File: src/rtl/lsu_pkg.sv
// Shared types and helpers for the load/store unit memory controller.
package lsu_pkg;

    // Access size encoding on req_size; 2'd3 is the illegal encoding.
    typedef enum logic [1:0] {
        SZ_B = 2'd0,
        SZ_H = 2'd1,
        SZ_W = 2'd2
    } size_e;

    // Controller FSM states.
    typedef enum logic [2:0] {
        IDLE     = 3'd0,
        LD_WAIT  = 3'd1,
        RMW_WAIT = 3'd2,
        RMW_WR   = 3'd3,
        ST_WR    = 3'd4
    } state_e;

    // Halves must sit on even bytes, words on multiples of four.
    function automatic logic is_misaligned(input logic [1:0] size, input logic [1:0] lo);
        logic mis;
        mis = 1'b0;
        if (size == SZ_H) begin
            mis = lo[0];
        end else if (size == SZ_W) begin
            mis = (lo != 2'd0);
        end
        return mis;
    endfunction

endpackage

File: src/rtl/lsu_align.sv
// Lane steering: load extract/extend and sub-word store merge (combinational).
module lsu_align
    import lsu_pkg::*;
(
    input  logic [31:0] rdata_i,
    input  logic [1:0]  lane_i,
    input  logic [1:0]  size_i,
    input  logic        unsigned_i,
    input  logic [31:0] wdata_i,
    output logic [31:0] load_o,
    output logic [31:0] merge_o
);

    logic [31:0] shifted;
    logic [31:0] mask;
    logic [31:0] mask_sh;
    logic [31:0] data_sh;

    // Load path: shift the addressed lane down, then sign- or zero-extend it.
    always_comb begin
        shifted = rdata_i >> {lane_i, 3'b000};
        load_o  = rdata_i;
        if (size_i == SZ_B) begin
            load_o = {{24{~unsigned_i & shifted[7]}}, shifted[7:0]};
        end else if (size_i == SZ_H) begin
            load_o = {{16{~unsigned_i & shifted[15]}}, shifted[15:0]};
        end
    end

    // Store path: replace only the target lane(s) of the old word with new data.
    always_comb begin
        mask = 32'hffff_ffff;
        if (size_i == SZ_B) begin
            mask = 32'h0000_00ff;
        end else if (size_i == SZ_H) begin
            mask = 32'h0000_ffff;
        end
        mask_sh = mask << {lane_i, 3'b000};
        data_sh = wdata_i << {lane_i, 3'b000};
        merge_o = (rdata_i & ~mask_sh) | (data_sh & mask_sh);
    end

endmodule

File: src/rtl/lsu_mem_ctrl.sv
// Load/store initiator for a word-addressed, registered-read data memory.
module lsu_mem_ctrl
    import lsu_pkg::*;
#(
    parameter int ADDR_W = 3
) (
    input  logic              clk,
    input  logic              rst,
    input  logic              req_valid,
    output logic              req_ready,
    input  logic              req_we,
    input  logic [1:0]        req_size,
    input  logic              req_unsigned,
    input  logic [31:0]       req_addr,
    input  logic [31:0]       req_wdata,
    output logic              rsp_valid,
    output logic [31:0]       rsp_rdata,
    output logic              rsp_err,
    output logic              dmem,
    output logic [ADDR_W-1:0] addr,
    output logic [31:0]       data_w,
    input  logic [31:0]       data_r
);

    state_e              state_q, state_d;
    logic                phase_q, phase_d;
    logic [ADDR_W-1:0]   addr_q, addr_d;
    logic                dmem_q, dmem_d;
    logic [31:0]         data_w_q, data_w_d;
    logic                rsp_valid_q, rsp_valid_d;
    logic [31:0]         rsp_rdata_q, rsp_rdata_d;
    logic                rsp_err_q, rsp_err_d;
    logic [1:0]          lane_q, lane_d;
    logic [1:0]          size_q, size_d;
    logic                uns_q, uns_d;
    logic [31:0]         wdata_q, wdata_d;

    logic                req_err;
    logic [31:0]         load_data;
    logic [31:0]         merge_data;

    lsu_align u_align (
        .rdata_i    (data_r),
        .lane_i     (lane_q),
        .size_i     (size_q),
        .unsigned_i (uns_q),
        .wdata_i    (wdata_q),
        .load_o     (load_data),
        .merge_o    (merge_data)
    );

    // Reject illegal size, misalignment, or any address bit above the memory span.
    always_comb begin
        req_err = (req_size == 2'd3) ||
                  is_misaligned(req_size, req_addr[1:0]) ||
                  ((req_addr >> (ADDR_W + 2)) != 32'd0);
    end

    // Next-state and registered-output logic; the read phase takes two cycles
    // because data_r lags addr by one cycle and is sampled the cycle after.
    always_comb begin
        state_d     = state_q;
        phase_d     = phase_q;
        addr_d      = addr_q;
        dmem_d      = 1'b0;
        data_w_d    = data_w_q;
        rsp_valid_d = 1'b0;
        rsp_rdata_d = 32'd0;
        rsp_err_d   = 1'b0;
        lane_d      = lane_q;
        size_d      = size_q;
        uns_d       = uns_q;
        wdata_d     = wdata_q;
        case (state_q)
            IDLE: begin
                if (req_valid) begin
                    if (req_err) begin
                        rsp_valid_d = 1'b1;
                        rsp_err_d   = 1'b1;
                    end else begin
                        lane_d  = req_addr[1:0];
                        size_d  = req_size;
                        uns_d   = req_unsigned;
                        wdata_d = req_wdata;
                        addr_d  = req_addr[ADDR_W+1:2];
                        phase_d = 1'b0;
                        if (!req_we) begin
                            state_d = LD_WAIT;
                        end else if (req_size == SZ_W) begin
                            state_d  = ST_WR;
                            dmem_d   = 1'b1;
                            data_w_d = req_wdata;
                        end else begin
                            state_d = RMW_WAIT;
                        end
                    end
                end
            end
            LD_WAIT: begin
                if (!phase_q) begin
                    phase_d = 1'b1;
                end else begin
                    state_d     = IDLE;
                    rsp_valid_d = 1'b1;
                    rsp_rdata_d = load_data;
                end
            end
            RMW_WAIT: begin
                if (!phase_q) begin
                    phase_d = 1'b1;
                end else begin
                    state_d  = RMW_WR;
                    dmem_d   = 1'b1;
                    data_w_d = merge_data;
                end
            end
            RMW_WR, ST_WR: begin
                state_d     = IDLE;
                rsp_valid_d = 1'b1;
            end
            default: begin
                state_d = IDLE;
            end
        endcase
    end

    // State and output registers; reset abandons any pending access.
    always_ff @(posedge clk or posedge rst) begin
        if (rst) begin
            state_q     <= IDLE;
            phase_q     <= 1'b0;
            addr_q      <= '0;
            dmem_q      <= 1'b0;
            data_w_q    <= 32'd0;
            rsp_valid_q <= 1'b0;
            rsp_rdata_q <= 32'd0;
            rsp_err_q   <= 1'b0;
            lane_q      <= 2'd0;
            size_q      <= 2'd0;
            uns_q       <= 1'b0;
            wdata_q     <= 32'd0;
        end else begin
            state_q     <= state_d;
            phase_q     <= phase_d;
            addr_q      <= addr_d;
            dmem_q      <= dmem_d;
            data_w_q    <= data_w_d;
            rsp_valid_q <= rsp_valid_d;
            rsp_rdata_q <= rsp_rdata_d;
            rsp_err_q   <= rsp_err_d;
            lane_q      <= lane_d;
            size_q      <= size_d;
            uns_q       <= uns_d;
            wdata_q     <= wdata_d;
        end
    end

    assign req_ready = (state_q == IDLE);
    assign rsp_valid = rsp_valid_q;
    assign rsp_rdata = rsp_rdata_q;
    assign rsp_err   = rsp_err_q;
    assign dmem      = dmem_q;
    assign addr      = addr_q;
    assign data_w    = data_w_q;

endmodule

File: config.mk
export PLATFORM = sky130hd
export DESIGN_NAME = lsu_mem_ctrl
export DESIGN_NICKNAME = d
export VERILOG_FILES = /design/src/rtl/lsu_pkg.sv /design/src/rtl/lsu_align.sv /design/src/rtl/lsu_mem_ctrl.sv
export SDC_FILE = /design/constraint.sdc
export NUM_CORES = 1
export LEC_CHECK = 0
export ABC_AREA = 1
export CORE_ASPECT_RATIO = 1.75
export CORE_UTILIZATION = 49
export DETAILED_ROUTE_END_ITERATION = 10
export GPL_ROUTABILITY_DRIVEN = 0
export PLACE_DENSITY = 0.84
export SETUP_SLACK_MARGIN = 0.15
export SYNTH_ARGS = -nofsm -noshare
export SYNTH_HDL_FRONTEND = slang
export SYNTH_HIERARCHICAL = 1
export SYNTH_SLANG_ARGS = --single-unit
File: constraint.sdc
create_clock -name clk -period 4.1 [get_ports clk]
set_input_delay 0.82 -clock clk [delete_from_list [all_inputs] [get_ports clk]]
set_output_delay 0.82 -clock clk [all_outputs]
set_load 0.005 [all_outputs]
==> flow_metrics.env <==
export IMPL_rsz0062_at_grt="false"
export IMPL_n_fill_cell=1114
export IMPL_syn_to_final_growth_pct=31.7
export IMPL_crit_chain="nor2_1 > a21oi_1 > inv_1 > nand2_1 > nand2_1 > nand2_1 > o21ai_0 > nand3_1 > nand2_1"
export IMPL_num_rows=54
export IMPL_postSynthCellCount=941
export IMPL_final_cell_mix="nand2_1, clkdlybuf4s50_1, dfrtp_1"
export IMPL_clk_latency_ps=360
export IMPL_startpoint="lane_q[1]$_DFFE_PP0P_"
export IMPL_synth_simple_gate_area_frac=0.364
export IMPL_synth_compound_area_frac=0.103
export IMPL_slowest_stage="dfrtp_1"
export IMPL_drtIter0Drc=608
export IMPL_endpoint_kind="flip-flop"
export IMPL_num_vias=6681
export IMPL_final_setup_skew_ps=7.38
export IMPL_p_leak_uw=0.00411
export IMPL_critical_path_depth=9
export IMPL_seqPwrFrac=0.478
export IMPL_post_cts_buffers=0
export IMPL_cts_hold_buf=0
export IMPL_crit_type="reg2reg"
export IMPL_cts_path_max_buffers=2
export IMPL_cp_top_family="compound AO/OA/AOI/OAI gates"
export IMPL_yosysUniqueCellTypes=27
export IMPL_grt_max_degree=82
export IMPL_place_area_sq_um=8090
export IMPL_synth_xor_xnor_area_share=0
export IMPL_routed_wl_microns=19200
export IMPL_switching_share=0.228
export IMPL_die_w_microns=88.3
export IMPL_critPathMostFrequentCell="nand2_1"
export IMPL_grt_first_pass_wirelength_microns=30100
export IMPL_muxShareOfSynthArea=0
export IMPL_startpoint_type="flip-flop"
export IMPL_final_util=0.669
export IMPL_final_nets=1183
export IMPL_status="complete, no violations"
export IMPL_r2r_slack_ps=1390
export IMPL_numCtsBuffers=9
export IMPL_cts_clk_slew_worst_paths_ps=70
export IMPL_dieHeight_microns=153
export IMPL_crit_required_ps=4350
export IMPL_cap_violations=0
export IMPL_maxSlewHeadroom=0.331
export IMPL_final_common_cell="nand2_1"
export IMPL_vias_per_cell=5.33
export IMPL_multi_input_area_sq_um=2980
export IMPL_min_period_ps=2710
export IMPL_combPwrFrac=0.115
export IMPL_min_period_over_period=0.661
export IMPL_fin_hold_ws_ps=479
export IMPL_firstDrtPassIters=5
export IMPL_cts_resized=0
export IMPL_power_density_nw_per_um2=279
export IMPL_hold_class="reg2reg"
export IMPL_irDropWorstVdd_mv=0.191
export IMPL_grt_pass1_vias=6267
export IMPL_wire_per_inst_microns=15.3
export IMPL_switchingPower_uw=536
export IMPL_r2r_end="data_w[18]$_DFFE_PP0P_"
export IMPL_cts_max_level=3
export IMPL_initial_core_util=0.508
export IMPL_die_area_sq_um=13500
export IMPL_p_int_uw=1810
export IMPL_drv_slew=0
export IMPL_track_usage=0.293
export IMPL_synth_top_family_by_area="simple AND/OR/NAND/NOR gates"
export IMPL_avgSynthCellArea_sq_um=6.79
export IMPL_rr_worst_depth=9
export IMPL_diodes=0
export IMPL_synth_fp_nets=1044
export IMPL_crit_path_end="data_w[18]$_DFFE_PP0P_"
export IMPL_setup_viol=0
export IMPL_drive_above_1_share=0.0433
export IMPL_final_antenna_net_count=0
export IMPL_ys_seq_area_frac=0.435
export IMPL_cts_tree="built"
export IMPL_synthAdderAreaFrac=0
export IMPL_arrival_ps=2960
export IMPL_final_seq_area_sq_um=2780
export IMPL_tns_ps=0
export IMPL_synth_warnings=6
export IMPL_rr_startpoint="lane_q[1]$_DFFE_PP0P_"
export IMPL_hpwl_microns=14200
export IMPL_worstMarginPinSlew_ps=1000
export IMPL_ios=174
export IMPL_grt_overflow_total=0
export IMPL_cts_sinks=111
export IMPL_fin_area_sq_um=8410
export IMPL_antenna_found_initial=0
export IMPL_core_sq_um=12600
export IMPL_synth_ff_latch_count=111
export IMPL_max_freq_ghz=0.369
export IMPL_synth_area_sq_um=6390
export IMPL_critPathMaxFanout=19
export IMPL_remaining_drc_errors=0
export IMPL_hold_viol_final=0
export IMPL_worst_path_buf_inv=1
export IMPL_p_clk_frac=0.407
export IMPL_place_port_buffers=173
export IMPL_p_total_uw=2350
export IMPL_cts_root_buffer="clkbuf_16"
export IMPL_slowest_delay_ps=810
==> worst register-to-register path: stages, from the launching register on <==
cell and delay (ps):
dfrtp_1 810, nor2_1 180, a21oi_1 740, inv_1 270
nand2_1 140, nand2_1 70, nand2_1 70, o21ai_0 130
nand3_1 140, nand2_1 60
==> worst min-delay path by stage <==
stage	from	to	slack, ps	cells after the start
detailed placement	data_w[9]$_DFFE_PP0P_	data_w[9]$_DFFE_PP0P_	470	2
finish	data_w[4]$_DFFE_PP0P_	data_w[4]$_DFFE_PP0P_	480	2
floorplan	wdata_q[10]$_DFFE_PP0P_	wdata_q[10]$_DFFE_PP0P_	460	2
global route	data_w[29]$_DFFE_PP0P_	data_w[29]$_DFFE_PP0P_	510	2
CTS	data_w[28]$_DFFE_PP0P_	data_w[28]$_DFFE_PP0P_	480	2
global placement	data_w[16]$_DFFE_PP0P_	data_w[16]$_DFFE_PP0P_	460	2
==> sequential cells by signal (all words and copies together), names as in the netlist, 2 cells and up <==
| signal | count |
|---|---|
| lane_q | 2 |
| wdata_q | 32 |
| rsp_rdata | 32 |
| addr | 3 |
| size_q | 2 |
| state_q | 3 |
| data_w | 32 |
==> metrics by stage <==
stage / instances / worst slack (ps)
after floorplan: 941 / 349
after global placement: 1237 / 1240
after detailed placement: 1237 / 1160
after CTS: 1253 / 1460
after global routing: 1253 / 1080
final: 1253 / 1390
==> cell usage after synthesis, drive strengths merged <==
library cell | count | share of area
nor3 | 3 | 0.0023
buf | 41 | 0.042
nand2 | 417 | 0.25
dfrtp | 111 | 0.43
nor2 | 64 | 0.042
o21bai | 1 | 0.0012
a21oi | 10 | 0.0090
or2 | 3 | 0.0029
nand4 | 1 | 0.00098
nand3 | 81 | 0.067
o211ai | 6 | 0.0071
o21ai | 107 | 0.086
clkbuf | 11 | 0.0065
inv | 85 | 0.050
==> cell families after synthesis <==
kind of cell,count (synthesis)
buffers and inverters,137
AND/OR/NAND/NOR,569
flip-flops,111
AO/OA/AOI/OAI,124
==> cell type report <==
cell class	instances	area share
Inverter	85	0.0385
Tap cell	168	0.0250
Timing Repair Buffer	180	0.214
Multi-Input combinational cell	693	0.354
Clock buffer	11	0.0289
Clock inverter	5	0.00967
Sequential cell	111	0.330
==> per-layer routing <==
layer	wire length [microns]	part of all wire	global-route usage
met4	1240	0.064	0.197
met3	1340	0.070	0.0508
met5	0	0	0
met1	6980	0.36	0.330
met2	9660	0.50	0.493
==> power by group through the flow <==
stage	logic, uW	registers [uW]	clock network [uW]
2_1_floorplan	91.8	1140	0
5_1_grt	296	1120	1000
3_5_place_dp	269	1140	0
3_3_place_gp	267	1140	0
4_1_cts	271	1120	966
6_report	271	1120	954
No activity file was read; power rests on OpenSTA's default activity.
